<file path="src/rtl/sprite_fetch_ctrl.sv">
`default_nettype none
// +----------------------------------------------------------------------------+
// | sprite_fetch_ctrl                                                          |
// | Per-pixel dog/duck sprite RAM address generation, hit pipelining,          |
// | priority/transparency resolve and duck flap animation sequencing.          |
// | Rev 1.0                                                                    |
// +----------------------------------------------------------------------------+
module sprite_fetch_ctrl #(
    parameter int SPR_W       = 20,
    parameter int SPR_H       = 20,
    parameter int DUCK_FRAMES = 3,
    parameter int ANIM_DIV    = 8
) (
    input  logic        Clk,
    input  logic        Reset,
    input  logic [9:0]  DrawX,
    input  logic [9:0]  DrawY,
    input  logic        pix_valid,
    input  logic        frame_start,
    input  logic [9:0]  dog_x,
    input  logic [9:0]  dog_y,
    input  logic        dog_en,
    input  logic [9:0]  duck_x,
    input  logic [9:0]  duck_y,
    input  logic        duck_en,
    input  logic        anim_en,
    output logic [18:0] dog_rd_addr,
    output logic [18:0] duck_rd_addr,
    input  logic [2:0]  dog_data,
    input  logic [2:0]  duck_data,
    output logic        out_valid,
    output logic [2:0]  out_color,
    output logic [1:0]  out_sel,
    output logic [1:0]  anim_frame
);

    localparam int c_CNT_W    = (ANIM_DIV > 1) ? $clog2(ANIM_DIV) : 1;
    localparam int c_FRAME_SZ = SPR_W * SPR_H;

    logic [10:0] w_x, w_y;
    logic [10:0] w_dog_x, w_dog_y, w_duck_x, w_duck_y;
    logic [10:0] w_dog_dx, w_dog_dy, w_duck_dx, w_duck_dy;
    logic        w_dog_hit, w_duck_hit;
    logic [18:0] w_dog_addr, w_duck_addr;
    logic [1:0]  w_sel;
    logic [2:0]  w_color;

    logic [18:0]        r_dog_addr, r_duck_addr;
    logic               r_pv_d1, r_dog_hit_d1, r_duck_hit_d1;
    logic               r_pv_d2, r_dog_hit_d2, r_duck_hit_d2;
    logic               r_out_valid;
    logic [1:0]         r_out_sel;
    logic [2:0]         r_out_color;
    logic [c_CNT_W-1:0] r_anim_cnt;
    logic [1:0]         r_anim_frame;

    // Widen to 11 bits so position+size near the right/bottom edge cannot wrap.
    assign w_x      = {1'b0, DrawX};
    assign w_y      = {1'b0, DrawY};
    assign w_dog_x  = {1'b0, dog_x};
    assign w_dog_y  = {1'b0, dog_y};
    assign w_duck_x = {1'b0, duck_x};
    assign w_duck_y = {1'b0, duck_y};

    assign w_dog_dx  = w_x - w_dog_x;
    assign w_dog_dy  = w_y - w_dog_y;
    assign w_duck_dx = w_x - w_duck_x;
    assign w_duck_dy = w_y - w_duck_y;

    assign w_dog_hit  = pix_valid && dog_en
                     && (w_x >= w_dog_x) && (w_x < w_dog_x + 11'(SPR_W))
                     && (w_y >= w_dog_y) && (w_y < w_dog_y + 11'(SPR_H));
    assign w_duck_hit = pix_valid && duck_en
                     && (w_x >= w_duck_x) && (w_x < w_duck_x + 11'(SPR_W))
                     && (w_y >= w_duck_y) && (w_y < w_duck_y + 11'(SPR_H));

    assign w_dog_addr  = 19'(w_dog_dy) * 19'(SPR_W) + 19'(w_dog_dx);
    assign w_duck_addr = 19'(r_anim_frame) * 19'(c_FRAME_SZ)
                       + 19'(w_duck_dy) * 19'(SPR_W) + 19'(w_duck_dx);

    // Duck is drawn in front of the dog; data value 0 is transparent.
    always_comb begin
        w_sel   = 2'd0;
        w_color = 3'd0;
        if (r_duck_hit_d2 && (duck_data != 3'd0)) begin
            w_sel   = 2'd2;
            w_color = duck_data;
        end else if (r_dog_hit_d2 && (dog_data != 3'd0)) begin
            w_sel   = 2'd1;
            w_color = dog_data;
        end
    end

    always_ff @(posedge Clk) begin
        if (Reset) begin
            r_dog_addr    <= '0;
            r_duck_addr   <= '0;
            r_pv_d1       <= 1'b0;
            r_dog_hit_d1  <= 1'b0;
            r_duck_hit_d1 <= 1'b0;
            r_pv_d2       <= 1'b0;
            r_dog_hit_d2  <= 1'b0;
            r_duck_hit_d2 <= 1'b0;
            r_out_valid   <= 1'b0;
            r_out_sel     <= 2'd0;
            r_out_color   <= 3'd0;
        end else begin
            r_dog_addr    <= w_dog_hit  ? w_dog_addr  : '0;
            r_duck_addr   <= w_duck_hit ? w_duck_addr : '0;
            r_pv_d1       <= pix_valid;
            r_dog_hit_d1  <= w_dog_hit;
            r_duck_hit_d1 <= w_duck_hit;
            r_pv_d2       <= r_pv_d1;
            r_dog_hit_d2  <= r_dog_hit_d1;
            r_duck_hit_d2 <= r_duck_hit_d1;
            r_out_valid   <= r_pv_d2;
            r_out_sel     <= w_sel;
            r_out_color   <= w_color;
        end
    end

    // Frame only advances on a frame_start edge, so a frame is never torn.
    always_ff @(posedge Clk) begin
        if (Reset) begin
            r_anim_cnt   <= '0;
            r_anim_frame <= 2'd0;
        end else if (frame_start && anim_en) begin
            if (r_anim_cnt == c_CNT_W'(ANIM_DIV - 1)) begin
                r_anim_cnt   <= '0;
                r_anim_frame <= (r_anim_frame == 2'(DUCK_FRAMES - 1)) ? 2'd0
                                                                      : r_anim_frame + 2'd1;
            end else begin
                r_anim_cnt <= r_anim_cnt + 1'b1;
            end
        end
    end

    assign dog_rd_addr  = r_dog_addr;
    assign duck_rd_addr = r_duck_addr;
    assign out_valid    = r_out_valid;
    assign out_sel      = r_out_sel;
    assign out_color    = r_out_color;
    assign anim_frame   = r_anim_frame;

endmodule
`default_nettype wire

</file>
<file path="config.mk">
export PLATFORM = sky130hd
export DESIGN_NAME = sprite_fetch_ctrl
export DESIGN_NICKNAME = d
export VERILOG_FILES = /design/src/rtl/sprite_fetch_ctrl.sv
export SDC_FILE = /design/constraint.sdc
export NUM_CORES = 1
export LEC_CHECK = 0
export BUFFER_PORTS_ARGS = -buffer_cell sky130_fd_sc_hd__clkbuf_2
export CAP_MARGIN = 10
export CORE_MARGIN = 5
export CORE_UTILIZATION = 62
export DETAILED_ROUTE_END_ITERATION = 7
export GPL_TIMING_DRIVEN = 0
export PLACE_DENSITY = 0.92
export SKIP_LAST_GASP = 1
export SYNTH_ARGS = -nofsm -noshare
export SYNTH_HDL_FRONTEND = slang
export SYNTH_SLANG_ARGS = --single-unit
</file>
<file path="constraint.sdc">
create_clock -name Clk -period 13.7 [get_ports Clk]
set_input_delay 2.74 -clock Clk [delete_from_list [all_inputs] [get_ports Clk]]
set_output_delay 2.74 -clock Clk [all_outputs]
set_load 0.005 [all_outputs]
</file>
Yosys cells after proc, flatten, opt, wreduce, memory -nomap -nowiden. Cells that the tools add are included.

Register bits: 55. Input port bits: 73. Output and inout bits: 46. Logic and storage cells: 67.

Add/subtract/negate cells: 13. Multiply operators: 3. $lt $le $gt $ge: 8. Equal/unequal tests: 2. Multiplexer cells: 6. Bitwise gates (word level): 2. Reductions and logical operators: 19.

Operator list (number): $add 10x5->11 const B (4); $lt 10x11->1 (4); $sub 10x10->11 (4); $ge 10x10->1 (4); $mul 11x3->14 const B (2); $add 17x11->18 (1); $add 11x16->17 (1); $add 16x11->17 (1); $logic_and 1x1->1 (13); $mux 3 (3); $mul 2x5->7 const B (1); $reduce_bool 3->1 (2); $reduce_or 2->1 (3); $mux 2 (2); $add 3x1->3 const B (1); $eq 3x3->1 const B (1); $add 2x1->2 const B (1); $eq 2x2->1 const B (1); $not 1->1 (2); $reduce_and 2->1 (1); $mux 1 (1).

Depth between registers and ports, before layout. Gate-level depths: netlist of the first run.

Word-level depth: 7. Mapped depth: 24. Depth with buffers taken out: 24.

Least setup slack after synthesis of the first run. Ideal clock, no wire load.

Path type: input-to-reg. From: input DrawY[0]. To: register r_duck_addr[12] (netlist: duck_rd_addr[12]). Library setup time: 0.128 ns. Arrival: 7.112 ns. Data required time: 13.572 ns. Path slack: 6.461 ns. Stages on the path: 20. Path buffers: 0. Cells stage by stage: inv_1 -> ha_1 -> inv_1 -> fa_1 -> a21o_1 -> a21oi_1 -> xnor2_1 -> ha_1 -> fa_1 -> a21o_1 -> a21oi_1 -> xor2_1 -> fa_1 -> inv_1 -> ha_1 -> or4_1 -> a31o_2 -> a21oi_1 -> xor2_1 -> nor2_1.

Cells in the longest elaborated chain, start to end: 5. Elaborated cells between the ends (all ways): 10. Those cells by class: add/sub: 3; mul: 1; order compare: 2; bitwise: 1; reduce/logical: 3.

Ends and longest elaborated chain: start, declared (RTL line 17) `input logic [9:0] DrawY,`; parallel branches: the longest is 5 deep, another holds $add 17x11->18; end signal, assigned (RTL line 109) `r_duck_addr <= w_duck_hit ? w_duck_addr : '0;`; end, declared (RTL line 48) `logic [18:0] r_dog_addr, r_duck_addr;`.

Parallel ways; which one is timed is not known. A chain may end at the register's enable or synchronous reset.

Worst setup path after layout of the first run. Same ends and word-level chain as after synthesis.

==> flow_summary.toml, run 1 <==
[worst_hold_path]
hold_path_class = "flop to flop"
hold_end = "r_duck_hit_d2$_SDFF_PP0_"
hold_depth = 1
min_from = "r_duck_hit_d1$_SDFF_PP0_"

[power_and_ir_drop]
peakVddDrop_uv = 85.4
pwr-share-seq_pct = 14.7
p_switching_mw = 0.481
p_clk_share_pct = 10.7
p_int_mw = 0.547
swShare_pct = 46.8
p_total_mw = 1.03
power_density_mw_per_mm2 = 141
leakagePower_nw = 3.74
power_frac_comb_pct = 74.6

[detailed_routing]
vias = 5859
wl_per_cell_um = 14.2
vias_per_cell = 5.62
drc = 0
drt_iter0_markers = 363
ant_nets = 0
totalWireLength_mm = 14.8
drt_pass1_iterations = 5

[synthesis]
ys.flop_type = "dfxtp_1"
synth.mux.area_fraction_pct = 0.313
syn_avg_cell_area_um2 = 8.22
synth-simple-area-share_pct = 15.1
syn_area_mm2 = 0.00640
synth_edf_count = 0
synth_cell_types = 60
synth_top_family_by_area = "adder cells"
synth_compound_area_share_pct = 20.5
synthXorXnorAreaFrac_pct = 10.8
synth_adder_area_share_pct = 31.2
synth-seq-area-share_pct = 15.9
ys_ff_latch = 51
ys_async_sr_fraction_pct = 0
synth.yosys.warnings = 0
syn_inst = 779

[critical_path]
end_kind = "flop"
slowest_stage = "or4_1"
r2r-start = "anim_frame[0]$_SDFFE_PP0P_"
cp-start-kind = "input pin"
rr_endpoint = "duck_rd_addr[15]$_SDFF_PP0_"
required_ns = 13.89
crit_family = "adder cells"
path_buf_inv = 4
crit_chain = "clkbuf_2, inv_1, ha_1, inv_1, fa_1, a21o_1, a21oi_1, xnor2_1, ha_1, fa_1, a21o_1, a21oi_1, xor2_1, fa_1, inv_1, ha_1, or4_1, a31o_2, a21oi_1, xor2_1, nor2_1"
path_class = "input pin to flop"
cp_slowest_stage_delay_ns = 0.59
reg2reg_slack_ns = 10.27
arrival_ns = 7.65
critPathMaxFanout = 5
worstRegToRegCells = 12

[clock_tree]
cts_sinks = 51
clk_pin_slew_ns = 0.10
post_cts_buffers = 0
postCtsHoldBufs = 0
htree_levels = 2
clk_latency_ns = 0.32
post_cts_resized = 0
clockBufferDepth = 2
cts_made_buffers = 5
root_buffer = "clkbuf_8"
cts_tree = "yes"

[floorplanning]
die_area_mm2 = 0.0125
core_area_mm2 = 0.0102
row_count = 37
die_h_um = 112
boundaryPins = 119
die_w_um = 112
start_util_pct = 62.9

[run_status]
status = "completed"

[timing]
finalHoldViolations = 0
setup_tns_ns = 0
fin_crit_sh_pct = 54.5
max-slew-margin-rel_pct = 43.0
max_freq_ghz = 0.134
skew_ns = 0.00679
setup_violations = 0
period_needed_ns = 7.46
worst_pin_slew_ns = 0.844
slew_violations = 0
rsz0062_at_grt = "no"

[layout]
layout_common_cells = "135 x ha_1, 114 x clkbuf_2, 89 x inv_1"
area_growth_pct = 13.7
drive_gt1_share_pct = 14.5
mostFrequentLayoutCell = "ha_1"
final_core_util_pct = 71.5
antenna_cells = 0
nNetsFinal = 1127

[placed_design]
gp_congestion = 0.956
numPortBuffers = 114
hpwlAfterDp_mm = 12.7

[global_route]
grt_pass1_wl_mm = 25.4
busiest_layer = "met2"
grt_antenna_before_repair = 0
grtUsageMet2_pct = 42.2
overflow = 0
grt_util_met3_pct = 2.72
track_usage_pct = 23.9
grt.met1_usage_pct = 30.4
grt_max_degree = 18
first_global_vias = 5718

[job]
maxCapViolCount = 0
layer usage:
metal	wire length (µm)	vias to the layer above
met2	6970	163
met3	669	28
li1	-	2997
met1	6780	2671
met4	362	0
met5	0	-
Yosys cell counts (3+ instances only):
master,count,share of area (%)
o2111ai_1,6,0.82
nand2b_1,9,0.88
a22o_1,3,0.41
nor3b_1,5,0.59
nand2_1,33,1.9
a211oi_1,12,1.4
nor2b_1,17,1.7
nand4_1,6,0.59
nor3_1,20,1.6
inv_1,89,5.2
o41ai_1,3,0.41
nand3_1,12,0.94
clkbuf_1,5,0.29
maj3_1,3,0.47
xnor2_1,50,6.8
o31a_1,6,0.82
o211ai_1,6,0.70
or3_1,6,0.59
fa_1,14,4.4
a21o_1,21,2.5
xor2_1,24,3.3
nor2_1,73,4.3
o21ai_0,37,2.9
a21oi_1,57,4.5
o21a_1,16,1.9
dfxtp_1,51,16
nor4_1,5,0.49
buf_4,4,0.47
o21bai_1,5,0.59
ha_1,135,26
o31ai_1,6,0.70
and2_1,4,0.39
how the worst max path moves through the flow:
stage	cells past startpoint	slack (ns)	to	startpoint
2_1_floorplan	20	6.46	duck_rd_addr[12]$_SDFF_PP0_	DrawY[0]
3_3_place_gp	21	6.06	duck_rd_addr[12]$_SDFF_PP0_	DrawY[0]
3_5_place_dp	21	5.96	duck_rd_addr[12]$_SDFF_PP0_	DrawY[0]
4_1_cts	21	6.27	duck_rd_addr[12]$_SDFF_PP0_	DrawY[0]
5_1_grt	21	5.87	duck_rd_addr[14]$_SDFF_PP0_	DrawY[0]
6_report	21	6.24	duck_rd_addr[12]$_SDFF_PP0_	DrawY[0]
sequential cells by signal (all words and copies together) (netlist names):
name and flops:
r_anim_cnt 3, out_valid 1, out_color 3, r_duck_hit_d2 1, r_duck_hit_d1 1, r_pv_d1 1, duck_rd_addr 17, dog_rd_addr 17
r_dog_hit_d1 1, anim_frame 2, out_sel 2, r_pv_d2 1, r_dog_hit_d2 1
power groups by stage:
stage | registers, mW | clock network [mW] | logic, mW
CTS | 0.151 | 0.109 | 0.760
finish | 0.151 | 0.110 | 0.767
global placement | 0.155 | 0 | 0.720
global route | 0.152 | 0.116 | 0.863
floorplan | 0.155 | 0 | 0.606
detailed placement | 0.155 | 0 | 0.750
final cells by class:
type,count,area [µm²]
well taps,136,170
flip-flops and latches,51,1020
clock buffers,5,68.8
clock inverters,3,46.3
inverters,89,334
fillers,824,2910
repair buffers,114,571
multi-input cells,635,5020
plain buffers,9,48.8
cell families after synthesis:
kind of cell / after synthesis
and+or+nand+nor: 200
AOI/OAI and AO/OA: 199
adders and majority gates: 152
buffers and inverters: 98
xor gates and xnor gates: 76
DFF: 51
muxes: 2
other: 1
per-stage QoR:
step | hold slack (ns) | cell area (µm²) | std cells | worst slack, ns
3_5_place_dp | 0.420 | 7160 | 1034 | 5.96
2_1_floorplan | 0.414 | 6420 | 784 | 6.46
4_1_cts | 0.448 | 7280 | 1042 | 6.27
6_report | 0.449 | 7280 | 1042 | 6.24
3_3_place_gp | 0.419 | 7160 | 1034 | 6.06
5_1_grt | 0.474 | 7280 | 1042 | 5.87
worst reg2reg max path, stage by stage (launching register included):
cell and delay [ns]:
dfxtp_1 0.50, inv_1 0.16, fa_1 0.55, inv_1 0.07
fa_1 0.48, a211oi_1 0.24, nor2_1 0.11, o31a_1 0.28
o31a_1 0.27, o21a_1 0.23, nor3b_1 0.16, o21ai_0 0.18
a31oi_1 0.09
(Power assumes the default switching activity.)
==> run 2: changes to the inputs <==
- CORE_UTILIZATION: 62 -> 52
- PLACE_DENSITY: 0.92 -> 0.82
- clock period: 13.7 -> 6.6 ns (I/O delays scaled with it)
==> flow_summary.toml, run 2 (synthesis results as in run 1) <==
[run_status]
status = "completed"

[global_route]
first_global_vias = 5594
grt_max_degree = 19
overflow = 0
grt_pass1_wl_mm = 24.8
track_usage_pct = 20.4
grt_antenna_before_repair = 0

[layout]
mostFrequentLayoutCell = "ha_1"
filler_cell_count = 1064
antenna_cells = 0
layout_common_cells = "135 x ha_1, 114 x clkbuf_2, 89 x inv_1"
area_growth_pct = 14.8
drive_gt1_share_pct = 14.5
layoutNonFillerInstCount = 1074
nNetsFinal = 1127

[floorplanning]
core_area_mm2 = 0.0121
die_area_mm2 = 0.0146
die_w_um = 121
row_count = 40
start_util_pct = 53.1
boundaryPins = 119
die_h_um = 121

[timing]
worst_pin_slew_ns = 0.766
rsz0062_at_grt = "no"
setup_ws_ns = 0.631
max_freq_ghz = 0.168
skew_ns = 0.00466
period_needed_ns = 5.97
finalHoldViolations = 0
slew_violations = 0
fin_crit_sh_pct = 90.4
setup_violations = 0
setup_tns_ns = 0
max-slew-margin-rel_pct = 48.3

[clock_tree]
cts_tree = "yes"
cts_made_buffers = 5
post_cts_resized = 0
cts_sinks = 51
htree_levels = 2
clockBufferDepth = 2
post_cts_buffers = 0
clk_pin_slew_ns = 0.08
postCtsHoldBufs = 0
root_buffer = "clkbuf_16"
clk_latency_ns = 0.30

[critical_path]
end_kind = "flop"
required_ns = 6.84
cp-start-kind = "input pin"
path_class = "input pin to flop"
critPathMaxFanout = 5
arrival_ns = 6.21

[power_and_ir_drop]
leakagePower_nw = 3.76
power_density_mw_per_mm2 = 293
peakVddDrop_uv = 161

[detailed_routing]
drc = 0
drt_pass1_iterations = 5
vias_per_cell = 5.43
wl_per_cell_um = 13.8
drt_iter0_markers = 304
totalWireLength_mm = 14.8
vias = 5833
ant_nets = 0

[job]
maxCapViolCount = 0

[placed_design]
hpwlAfterDp_mm = 12.8
gp_congestion = 0.901
place_ws_ns = 0.341
numPortBuffers = 114
placed_cells = 1066

[worst_hold_path]
hold_path_class = "flop to flop"
==> run 2: cell types whose count changed in the layout (fill, tap and decap cells not counted), sizes merged <==
cell | previous run | this run
inv | 90 | 91
clkinvlp | 1 | 0
clkinv | 0 | 1
bufinv | 1 | 0
==> run 2: per-stage QoR <==
| stage | area (µm²) | power (mW) | hold slack, ns | util, % |
|---|---|---|---|---|
| 6_report | 7350 | 2.16 | 0.446 | 61.0 |
| 5_1_grt | 7350 | 2.38 | 0.470 | 61.0 |
| 4_1_cts | 7350 | 2.15 | 0.446 | 61.0 |
| 3_5_place_dp | 7200 | 1.87 | 0.429 | 59.7 |
| 3_3_place_gp | 7200 | 1.82 | 0.417 | 59.7 |
| 2_1_floorplan | 6420 | 1.58 | 0.414 | - |
==> run 2: critical path: stages <==
cell,delay [ns]
clkbuf_2,0.09
inv_1,0.07
ha_1,0.17
inv_1,0.06
fa_1,0.39
a21o_1,0.17
a21oi_1,0.27
xnor2_1,0.23
ha_1,0.33
fa_1,0.46
a21o_1,0.17
a21oi_1,0.21
xor2_1,0.11
fa_1,0.49
inv_1,0.04
ha_1,0.24
or4_1,0.59
a31o_2,0.26
a21oi_1,0.25
o21ai_0,0.14
a21oi_1,0.14
==> run 2: power by group <==
group / internal (mW) / leakage [nW] / switching [mW] / total (mW)
sequential: 0.313 / 0.412 / 0.00150 / 0.314
clock: 0.144 / 0.0748 / 0.124 / 0.268
combinational: 0.710 / 3.28 / 0.866 / 1.58
==> run 2: routing by layer <==
| layer | wire (µm) | share of wire (%) | GRT usage, % |
|---|---|---|---|
| met5 | 0 | 0 | 0 |
| met4 | 436 | 2.9 | 7.65 |
| met3 | 971 | 6.5 | 2.61 |
| met2 | 6560 | 44 | 33.2 |
| met1 | 6860 | 46 | 27.5 |
==> run 2: final timing paths <==
path,start,to,slack [ns],cells after the start
min reg2reg,r_duck_hit_d1$_SDFF_PP0_,r_duck_hit_d2$_SDFF_PP0_,0.45,1
max reg2reg,anim_frame[0]$_SDFFE_PP0P_,duck_rd_addr[15]$_SDFF_PP0_,3.18,12
min,r_duck_hit_d1$_SDFF_PP0_,r_duck_hit_d2$_SDFF_PP0_,0.45,1
max,DrawY[0],duck_rd_addr[14]$_SDFF_PP0_,0.63,21
==> run 2: final cells by class <==
type	count	area, µm²	area share (%)
Clock inverter	3	26.3	0.357
Buffer	9	48.8	0.663
Multi-Input combinational cell	635	5020	68.2
Clock buffer	5	125	1.70
Inverter	89	334	4.54
Sequential cell	51	1020	13.9
Timing Repair Buffer	114	571	7.76
Tap cell	168	210	2.86
==> run 3: changes to the inputs <==
- BUFFER_PORTS_ARGS: -buffer_cell sky130_fd_sc_hd__clkbuf_2 -> -buffer_cell sky130_fd_sc_hd__buf_4
==> flow_summary.toml, run 3 (synthesis results as in run 1) <==
[timing]
fin_crit_sh_pct = 91.1
worst_pin_slew_ns = 0.836
skew_ns = 0.00487
max-slew-margin-rel_pct = 43.5
period_needed_ns = 6.01
max_freq_ghz = 0.166
finalHoldViolations = 0
rsz0062_at_grt = "no"
setup_tns_ns = 0
slew_violations = 0
setup_violations = 0

[layout]
antenna_cells = 0
area_growth_pct = 19.4
postLayoutCellArea_mm2 = 0.00764
filler_cell_count = 1073
mostFrequentLayoutCell = "ha_1"
drive_gt1_share_pct = 14.5
layout_common_cells = "135 x ha_1, 118 x buf_4, 89 x inv_1"
nNetsFinal = 1127

[global_route]
grt_antenna_before_repair = 0
overflow = 0
grt_pass1_wl_mm = 24.1
track_usage_pct = 19.6
first_global_vias = 5392
grt_max_degree = 17

[worst_hold_path]
hold_path_class = "flop to flop"

[critical_path]
cp-start-kind = "input pin"
arrival_ns = 6.24
r2r-start = "anim_frame[0]$_SDFFE_PP0P_"
slowest_stage = "or4_1"
required_ns = 6.82
critPathLaunch = "DrawY[0]"
crit_chain = "buf_4, inv_1, ha_1, inv_1, fa_1, a21o_1, a21oi_1, xnor2_1, ha_1, fa_1, a21o_1, a21oi_1, xor2_1, fa_1, inv_1, ha_1, or4_1, a31o_2, a21oi_1, o21ai_0, a21oi_1"
crit_family = "adder cells"
worstRegToRegCells = 12
path_buf_inv = 4
critPathMaxFanout = 5
cp.depth = 21
reg2reg_slack_ns = 3.15
end_kind = "flop"
critPathCapture = "duck_rd_addr[14]$_SDFF_PP0_"
cp_slowest_stage_delay_ns = 0.58
cp_common_cell = "a21oi_1"
rr_endpoint = "duck_rd_addr[14]$_SDFF_PP0_"
path_class = "input pin to flop"

[clock_tree]
postCtsHoldBufs = 0
clockBufferDepth = 2
clk_pin_slew_ns = 0.07
post_cts_resized = 0
cts_sinks = 51
cts_tree = "yes"
post_cts_buffers = 0
htree_levels = 2
clk_latency_ns = 0.29
cts_made_buffers = 5
root_buffer = "clkbuf_16"

[detailed_routing]
wl_per_cell_um = 13.7
ant_nets = 0
drt_iter0_markers = 320
vias_per_cell = 5.38
drc = 0
drt_pass1_iterations = 5
totalWireLength_mm = 14.7
vias = 5776

[floorplanning]
core_area_mm2 = 0.0121
start_util_pct = 53.1
die_area_mm2 = 0.0146
row_count = 40
die_h_um = 121
die_w_um = 121
boundaryPins = 119

[job]
maxCapViolCount = 0

[power_and_ir_drop]
leakagePower_nw = 3.84
p_switching_mw = 0.973
pwr-share-seq_pct = 14.6
p_int_mw = 1.19
p_total_mw = 2.16
peakVddDrop_uv = 169
power_frac_comb_pct = 73.0
swShare_pct = 45.1
p_clk_share_pct = 12.4
power_density_mw_per_mm2 = 282

[placed_design]
post_dp_cell_area_mm2 = 0.00749
gp_congestion = 0.919
hpwlAfterDp_mm = 12.7
numPortBuffers = 114

[run_status]
status = "completed"
[run 3: cell count changes in the layout (fill, tap and decap cells not counted), sizes merged]
cell,change
inv,-2
clkinvlp,+1
clkbuf,-113
buf,+114
[run 3: worst min-delay path by stage]
stage / from / to / cells after the start
after global placement: r_pv_d1$_SDFF_PP0_ / r_pv_d2$_SDFF_PP0_ / 1
after CTS: r_dog_hit_d1$_SDFF_PP0_ / r_dog_hit_d2$_SDFF_PP0_ / 1
after global routing: r_dog_hit_d1$_SDFF_PP0_ / r_dog_hit_d2$_SDFF_PP0_ / 1
after floorplan: r_pv_d2$_SDFF_PP0_ / out_valid$_SDFF_PP0_ / 1
after detailed placement: r_dog_hit_d1$_SDFF_PP0_ / r_dog_hit_d2$_SDFF_PP0_ / 1
final: r_dog_hit_d1$_SDFF_PP0_ / r_dog_hit_d2$_SDFF_PP0_ / 1
[run 3: area by class of cell]
class / count / area (µm²) / share of cell area [%]
Clock inverter: 2 / 16.3 / 0.213
Timing Repair Buffer: 114 / 856 / 11.2
Inverter: 89 / 334 / 4.37
Buffer: 9 / 48.8 / 0.638
Sequential cell: 51 / 1020 / 13.4
Clock buffer: 6 / 139 / 1.82
Multi-Input combinational cell: 635 / 5020 / 65.7
Tap cell: 168 / 210 / 2.75
[run 3: through the flow]
stage                     utilization, %  setup slack, ns  instances  hold WS (ns)
after floorplan                        -            0.781        784         0.414
after global placement              62.1            0.342       1066         0.417
after detailed placement            62.1            0.284       1066         0.425
after CTS                           63.4            0.576       1074         0.441
after global routing                63.4            0.255       1074         0.461
final                               63.4            0.585       1074         0.435
[run 3: power by group through the flow]
stage | combinational (mW) | sequential [mW] | clock [mW]
after floorplan | 1.26 | 0.322 | 0
final | 1.58 | 0.314 | 0.268
after global placement | 1.52 | 0.321 | 0
after CTS | 1.57 | 0.314 | 0.273
after detailed placement | 1.56 | 0.321 | 0
after global routing | 1.78 | 0.315 | 0.284
[run 3: layer usage]
layer | global-route usage (%) | part of all wire (%) | vias up
met3 | 2.70 | 6.2 | 19
li1 | - | - | 3008
met1 | 27.2 | 48 | 2590
met5 | 0 | 0 | -
met4 | 5.03 | 1.6 | 0
met2 | 32.1 | 44 | 159
